**config.mk**
```make
export PLATFORM = sky130hd
export DESIGN_NAME = instruction_fetcher
export DESIGN_NICKNAME = d
export VERILOG_FILES = /design/src/rtl/instruction_fetcher.sv
export SDC_FILE = /design/constraint.sdc
export NUM_CORES = 1
export LEC_CHECK = 0
export ABC_AREA = 0
export BUFFER_PORTS_ARGS = -buffer_cell sky130_fd_sc_hd__clkbuf_2
export CORE_UTILIZATION = 58
export CTS_CLUSTER_DIAMETER = 150
export DETAILED_ROUTE_END_ITERATION = 10
export PLACE_DENSITY = 0.88
export SLEW_MARGIN = 20
export SYNTH_ARGS = -nofsm -noshare
export SYNTH_HDL_FRONTEND = slang
export SYNTH_SLANG_ARGS = --single-unit
```
**constraint.sdc**
```tcl
create_clock -name clk_in -period 4.25 [get_ports clk_in]
set_input_delay 0.85 -clock clk_in [delete_from_list [all_inputs] [get_ports clk_in]]
set_output_delay 0.85 -clock clk_in [all_outputs]
set_load 0.02 [all_outputs]
```
**src/rtl/instruction_fetcher.sv**
```systemverilog
// Instruction fetch front end: walks the PC, issues one 4-byte fetch at a
// time to the cache instruction port, and buffers returned words with their
// PCs in a small circular queue that feeds the decoder.
module instruction_fetcher #(
    parameter int          QUEUE_BIT = 2,
    parameter logic [31:0] RESET_PC  = 32'h0
) (
    input  logic        clk_in,
    input  logic        rst_in,
    input  logic        rdy_in,
    output logic        i_waiting,
    output logic [31:0] i_addr,
    input  logic [31:0] i_result,
    input  logic        i_m_ready,
    output logic        inst_valid,
    output logic [31:0] inst,
    output logic [31:0] inst_pc,
    input  logic        inst_ready,
    input  logic        flush,
    input  logic [31:0] flush_pc
);

    localparam int DEPTH = 1 << QUEUE_BIT;

    localparam logic [QUEUE_BIT-1:0] PTR_ONE  = QUEUE_BIT'(1);
    localparam logic [QUEUE_BIT:0]   CNT_ONE  = (QUEUE_BIT + 1)'(1);
    localparam logic [QUEUE_BIT+1:0] FILL_MAX = (QUEUE_BIT + 2)'(DEPTH);

    // IDLE: no request out. REQ: request for pc in flight. DRAIN: a request
    // made before a redirect is still in flight and its word will be dropped.
    typedef enum logic [1:0] {
        IDLE,
        REQ,
        DRAIN
    } state_t;

    state_t                 state;
    logic [31:0]            pc;
    logic [QUEUE_BIT-1:0]   head;
    logic [QUEUE_BIT-1:0]   tail;
    logic [QUEUE_BIT:0]     count;
    logic [31:0]            q_pc   [DEPTH];
    logic [31:0]            q_inst [DEPTH];

    logic                   done;
    logic                   pop;
    logic                   push;
    logic                   space;
    logic [QUEUE_BIT+1:0]   fill;
    logic [31:0]            pc_plus4;
    logic [31:0]            pc_target;

    assign done      = i_waiting & i_m_ready;
    assign pop       = inst_valid & inst_ready & ~flush;
    assign push      = done & (state == REQ) & ~flush;
    // A pop in the same cycle is not credited, so one slot is always free
    // for whichever request is still in flight.
    assign fill      = {1'b0, count} + {{(QUEUE_BIT + 1){1'b0}}, push};
    assign space     = fill < FILL_MAX;
    assign pc_plus4  = pc + 32'd4;
    // Where the next fetch should go if one is issued this cycle.
    assign pc_target = flush ? flush_pc : pc;

    // Queue head is read straight from storage; no bypass of the incoming word.
    assign inst_valid = (count != '0);
    assign inst       = q_inst[head];
    assign inst_pc    = q_pc[head];

    // Fetch request sequencing and PC tracking.
    always_ff @(posedge clk_in or posedge rst_in) begin
        if (rst_in) begin
            state     <= IDLE;
            pc        <= RESET_PC;
            i_waiting <= 1'b0;
            i_addr    <= 32'h0;
        end else if (rdy_in) begin
            // NOTE: sequential state uses non-blocking assignments so every
            // branch below sees the pre-edge values of pc, state and count.
            case (state)
                IDLE: begin
                    if (flush) pc <= flush_pc;
                    if (space) begin
                        i_waiting <= 1'b1;
                        i_addr    <= pc_target;
                        state     <= REQ;
                    end
                end
                REQ: begin
                    if (done && !flush) begin
                        pc <= pc_plus4;
                        if (space) begin
                            i_addr <= pc_plus4;
                        end else begin
                            i_waiting <= 1'b0;
                            state     <= IDLE;
                        end
                    end else if (done) begin
                        pc     <= flush_pc;
                        i_addr <= flush_pc;
                    end else if (flush) begin
                        pc    <= flush_pc;
                        state <= DRAIN;
                    end
                end
                DRAIN: begin
                    if (flush) pc <= flush_pc;
                    if (done) begin
                        i_addr <= pc_target;
                        state  <= REQ;
                    end
                end
                default: begin
                    state     <= IDLE;
                    i_waiting <= 1'b0;
                end
            endcase
        end
    end

    // Queue pointers and occupancy; a redirect empties the queue.
    always_ff @(posedge clk_in or posedge rst_in) begin
        if (rst_in) begin
            head  <= '0;
            tail  <= '0;
            count <= '0;
        end else if (rdy_in) begin
            if (flush) begin
                head  <= '0;
                tail  <= '0;
                count <= '0;
            end else begin
                if (push) tail <= tail + PTR_ONE;
                if (pop)  head <= head + PTR_ONE;
                if (push && !pop)      count <= count + CNT_ONE;
                else if (pop && !push) count <= count - CNT_ONE;
            end
        end
    end

    // Queue storage write of the returned word and its PC.
    // NOTE: storage has no reset; count gates every read so stale contents
    // are never observed, and leaving it unreset keeps it a plain RAM.
    always_ff @(posedge clk_in) begin
        if (rdy_in && push) begin
            q_pc[tail]   <= pc;
            q_inst[tail] <= i_result;
        end
    end

endmodule

```
==> results of run 1 <==
==> worst max-delay path, stage by stage, from the launching register on <==
cell,delay (ns)
dfrtp_4,0.87
buf_4,0.40
mux4_2,0.59
clkbuf_2,0.18
==> state kept, by name, indices dropped and copies added (netlist names) <==
name,cells
q_inst,128
q_pc,128
i_addr,32
pc,32
count,3
head,2
state,2
tail,2
i_waiting,1
==> cells in the final DEF (no fill, tap or decap), drive strengths merged, types with 5 or more instances in the layout <==
master / n
edfxtp: 256
clkbuf: 213
dfrtp: 74
nand2: 69
mux4: 64
o21ai: 58
nor2: 47
a21oi: 45
nand3: 24
a31oi: 23
nor3: 22
buf: 21
inv: 18
nor4: 16
o22ai: 15
and3: 15
a22oi: 13
nand4: 12
clkinv: 11
a21o: 9
or3: 6
a221oi: 5
mux2i: 5
ha: 5
==> where the power goes <==
| group | internal [mW] | total (mW) | switching, mW |
|---|---|---|---|
| logic | 1.17 | 3.03 | 1.86 |
| clock network | 1.65 | 2.85 | 1.20 |
| registers | 3.96 | 4.61 | 0.645 |
| total | 6.78 | 10.5 | 3.70 |
==> stage by stage <==
stage,setup slack (ns),power (mW),hold slack (ns),area [sq um]
after global placement,1.30,7.52,0.463,15300
after detailed placement,1.32,7.63,0.473,15300
after CTS,0.764,10.5,0.455,16400
final,0.842,10.5,0.441,16400
after floorplan,0.541,6.49,0.471,14100
after global routing,0.667,10.9,0.486,16400
==> area by class of cell <==
| cell class | instances | area, sq um | area share (%) |
|---|---|---|---|
| sequential | 330 | 9540 | 58.2 |
| timing repair buffer | 188 | 1070 | 6.52 |
| clock buffer | 46 | 916 | 5.58 |
| tap | 319 | 399 | 2.43 |
| clock inverter | 16 | 144 | 0.877 |
| multi-input combinational | 537 | 4270 | 26.0 |
| inverter | 16 | 60.1 | 0.366 |
==> cell usage after synthesis, types with 15 or more instances <==
library cell | instances | area share, %
nor2_1 | 47 | 1.2
clkbuf_1 | 59 | 1.6
o21ai_0 | 57 | 2.0
nor4_1 | 16 | 0.71
mux4_2 | 64 | 10
o22ai_1 | 15 | 0.66
inv_1 | 16 | 0.43
edfxtp_1 | 256 | 54
nor3_1 | 22 | 0.78
and3_1 | 15 | 0.66
nand3_1 | 22 | 0.78
nand2_1 | 69 | 1.8
dfrtp_1 | 74 | 13
a31oi_1 | 23 | 1.0
a21oi_1 | 45 | 1.6
==> layer usage <==
layer	GRT usage (%)	share of wire, %	routed length, um	vias to the layer above
met5	0	0	0	-
met4	11.2	3.4	1260	0
met3	6.46	10	3790	104
met2	50.4	49	18000	662
met1	39.2	37	13500	4734
li1	-	-	-	4105
==> cells by family (layout without fill, tap and decap cells) <==
family                   after synthesis  after routing  synth area share [%]
multiplexers                          72             72                  10.8
XOR/XNOR                               1              1                0.0620
AO/OA/AOI/OAI                        222            222                  10.1
AND/OR/NAND/NOR                      236            236                  8.37
buffers and inverters                 90            266                  2.53
adder cells (fa/ha/maj)                6              6                 0.585
flip-flops                           330            330                  67.5
==> worst paths after layout <==
check | from | endpoint | depth (start not counted)
worst max-delay path | head[0] | inst[15] | 3
worst min-delay path | rst_in | count[2] | 2
worst max register to register | pc[6] | pc[19] | 4
worst min register to register | i_addr[16] | i_addr[16] | 1
max in group asynchronous | rst_in | pc[10] | 3
min in group clk_in | i_addr[16] | i_addr[16] | 1
==> out/results.tsv, run 1 <==
stage	metric	value	unit
outcome	status	finished, final reports clean	
grt	antenna violations before repair	0	
yosys	Ys Warns	0	
cts	later-pin clock latency in the skew report	0.52	ns
cts	H-tree depth	2	
cells_and_area	layout cells sized above 1	27.8	%
yosys	Synth Net Count	1033	
floorplan	Die W	158	um
detailed_routing	initial DRC count	1032	
detailed_routing	Residual DRC	0	
cells_and_area	final core occ	69.2	%
yosys	Post-synth EDFFs	256	
cts	clock buffer depth	3	
cells_and_area	fillcell total	1602	
worst_setup_path	Worst Path Max Fanout	33	
sta	crit share post-route	80.2	%
power	worst vdd ir	0.420	mV
detailed_routing	WL final	36600	um
floorplan	Core Rows	56	
sta	Fin Clk Skew	0.0157	ns
yosys	ys async rst share	22.4	%
detailed_routing	Avg WL per Cell	25.2	um
placement	routability cong.	0.947	
detailed_routing	DRT antenna net count	0	
grt	number of global-route vias before repair	9488	
grt	first-pass GRT wire length	55300	um
grt	pin count of the biggest net entering global routing	65	
worst_hold_path	Hold Path Class	in2async	
yosys	Syn Area/Cell	14.8	sq um
detailed_routing	Initial DRT Pass Iterations	5	
cts	# clock sinks	330	
worst_setup_path	Worst Path Required	3.40	ns
cells_and_area	Antenna diodes	0	
grt	total track usage	30.2	%
sta	RSZ-0062 raised after global routing	no	
yosys	synthesized instance count	957	
worst_setup_path	Worst EP arrival	2.56	ns
cts	CTS tree	built	
floorplan	Initial Util	59.7	%
worst_setup_path	Worst setup EP type	output port	
yosys	Seq/Total Area, Yosys	67.5	%
cts	Post-CTS Resized	0	
placement	hpwl dp	22500	um
cts	post-CTS setup repair buffer count	0	
yosys	post-synth cell types	64	
placement	PortBufs	167	
cells_and_area	Layout area overhead	16.1	%
floorplan	core area	23700	sq um
sta	Fin. Hold Viols	0	
sta	final setup violating endpoints	0	
yosys	register bit total from synthesis	330	
sta	Slew HR	30.2	%
cts	CTS buffer count	34	
detailed_routing	Vias	9605	
worst_setup_path	flop2flop setup slack	1.24	ns
detailed_routing	Via density	6.62	
run	MaxCap Viol Count	0	
cells_and_area	Layout Nets	1183	
cts	hold-fix buffers at CTS	0	
placement	dpl cells	1390	
floorplan	Die Footprint	25000	sq um
power	leakage	5.86	nW
cells_and_area	filler-free cell count of the finished design	1452	
worst_setup_path	Setup CP Type	reg2out	
grt	total grt overflow	0	
sta	Final min period	3.41	ns
sta	max-slew violations	0	
sta	Slew @ Worst Pin	1.05	ns
cts	Clk pin slew, worst setup/hold paths	0.07	ns
worst_setup_path	startpoint types	register	
yosys	Synth Cell Area	14100	sq um
cts	root buffer cell	clkbuf_16	
floorplan	I/O pin total	168	
power	Pwr Density	639	nW/um^2
sta	max frequency	293	MHz
floorplan	Die Y	158	um
yosys	predominant post-synthesis flop cell	edfxtp_1	
sta	Post-Route Setup TNS	0	ns
Power figures use the tool's default switching activity.
==> inputs of run 2 (changes only) <==
clock period = 3.43 ns   (was 4.25 ns; I/O delays follow)
==> out/results.tsv, run 2 (same netlist as run 1, synthesis figures left out) <==
stage	metric	value	unit
placement	pre-CTS setup slack	0.755	ns
cells_and_area	Antenna diodes	0	
sta	final setup violating endpoints	0	
grt	antenna violations before repair	0	
placement	PortBufs	167	
worst_setup_path	Worst EP arrival	2.54	ns
worst_setup_path	Worst setup EP type	output port	
sta	Fin Clk Skew	0.0226	ns
detailed_routing	Via density	7.05	
worst_setup_path	Worst Path Required	2.74	ns
run	MaxCap Viol Count	0	
worst_setup_path	Setup CP Type	reg2out	
grt	total grt overflow	0	
cells_and_area	layout cells sized above 1	29.4	%
worst_setup_path	WP buf/inv	2	
detailed_routing	DRT antenna net count	0	
outcome	status	finished, final reports clean	
cts	clock buffer depth	3	
detailed_routing	initial DRC count	1767	
sta	Slew HR	35.9	%
sta	PnR worst setup slack	0.204	ns
cells_and_area	commonest non-fill, non-tap cell in the layout	edfxtp_1	
power	Tot Pwr	13.6	mW
grt	first-pass GRT wire length	63100	um
sta	RSZ-0062 raised after global routing	no	
power	leakage	6.00	nW
cts	Clk pin slew, worst setup/hold paths	0.07	ns
worst_setup_path	worst r2r src	pc[9]	
sta	Slew @ Worst Pin	0.959	ns
cts	# clock sinks	330	
power	worst vdd ir	0.560	mV
cts	CTS buffer count	34	
detailed_routing	Initial DRT Pass Iterations	6	
detailed_routing	Avg WL per Cell	29.1	um
cts	H-tree depth	2	
worst_setup_path	CP cell instances	buf_4 > mux4_2 > clkbuf_2	
floorplan	Initial Util	59.7	%
detailed_routing	Vias	10400	
cells_and_area	Layout Nets	1204	
floorplan	core area	23700	sq um
cells_and_area	final core occ	70.2	%
placement	routability cong.	0.949	
sta	Post-Route Setup TNS	0	ns
cells_and_area	filler-free cell count of the finished design	1473	
worst_setup_path	Worst path max stage delay	0.87	ns
floorplan	Die W	158	um
sta	Fin. Hold Viols	0	
grt	total track usage	35.0	%
grt	pin count of the biggest net entering global routing	65	
detailed_routing	WL met3	5310	um
worst_setup_path	reg2reg end	i_addr[24]	
worst_setup_path	Worst path top cell family by delay	flip-flops	
floorplan	Die Y	158	um
detailed_routing	met2 routed WL	20000	um
detailed_routing	Residual DRC	0	
worst_hold_path	Hold Path Class	in2async	
grt	number of global-route vias before repair	10000	
detailed_routing	wl on met1	15000	um
power	Pwr Density	821	nW/um^2
placement	dpl cells	1411	
sta	Final min period	3.23	ns
sta	max frequency	310	MHz
cells_and_area	Layout area overhead	17.7	%
floorplan	Die Footprint	25000	sq um
cells_and_area	Largest regs	q_inst: 128 flops, q_pc: 128 flops	
cts	root buffer cell	clkbuf_16	
cts	CTS tree	built	
cts	Post-CTS Resized	0	
cts	post-CTS setup repair buffer count	0	
floorplan	Core Rows	56	
worst_setup_path	flop2flop setup slack	0.69	ns
cells_and_area	most frequent cells in the layout	256 x edfxtp_1, 167 x clkbuf_2, 72 x dfrtp_1	
floorplan	I/O pin total	168	
cts	later-pin clock latency in the skew report	0.53	ns
cells_and_area	fillcell total	1476	
detailed_routing	WL final	42800	um
detailed_routing	max layer used	met4	
sta	crit share post-route	94.0	%
worst_setup_path	Register-to-Register Path Depth	6	
worst_setup_path	Crit-path slowest cell	dfrtp_4	
sta	max-slew violations	0	
cts	hold-fix buffers at CTS	0	
worst_setup_path	Worst Path Max Fanout	34	
placement	hpwl dp	24500	um
worst_setup_path	startpoint types	register	
run 2: worst max-delay path by stage:
stage                        from           end  cells after the start
after floorplan             flush  q_inst[0][0]                      5
after global placement    head[0]      inst[24]                      3
after detailed placement  head[0]      inst[24]                      3
after CTS                 head[0]       inst[8]                      3
after global routing      head[0]       inst[8]                      3
final                     head[0]       inst[8]                      3
run 2: worst register-to-register path, cell delays in order, from the launching register on:
cell and delay [ns]:
dfrtp_1 0.63, and4_1 0.44, nand4_2 0.38, buf_4 0.33
o311ai_0 0.35, nand3_1 0.18, mux2_2 0.30
run 2: area by class of cell:
cell class,instances,area (sq um),share of cell area (%)
Inverter,16,60.1,0.361
Timing Repair Buffer,209,1230,7.38
Sequential cell,330,9540,57.4
Multi-Input combinational cell,537,4270,25.7
Clock buffer,44,888,5.34
Clock inverter,18,236,1.42
Tap cell,319,399,2.40
run 2: through the flow:
step,hold WS (ns),area (sq um)
2_1_floorplan,0.471,14100
3_3_place_gp,0.465,15500
3_5_place_dp,0.470,15500
4_1_cts,0.0902,16600
5_1_grt,0.120,16600
6_report,0.0888,16600
run 2: per-layer routing:
metal  up-vias  GRT usage [%]
met2      1010           56.1
met3       232           7.17
li1       4161              -
met4         0           16.6
met5         -              0
met1      4983           46.1
run 2: power breakdown:
group          total, mW  internal [mW]  switching (mW)
logic               4.08           1.54            2.54
registers           5.72           4.91           0.817
clock network       3.84           2.23            1.61
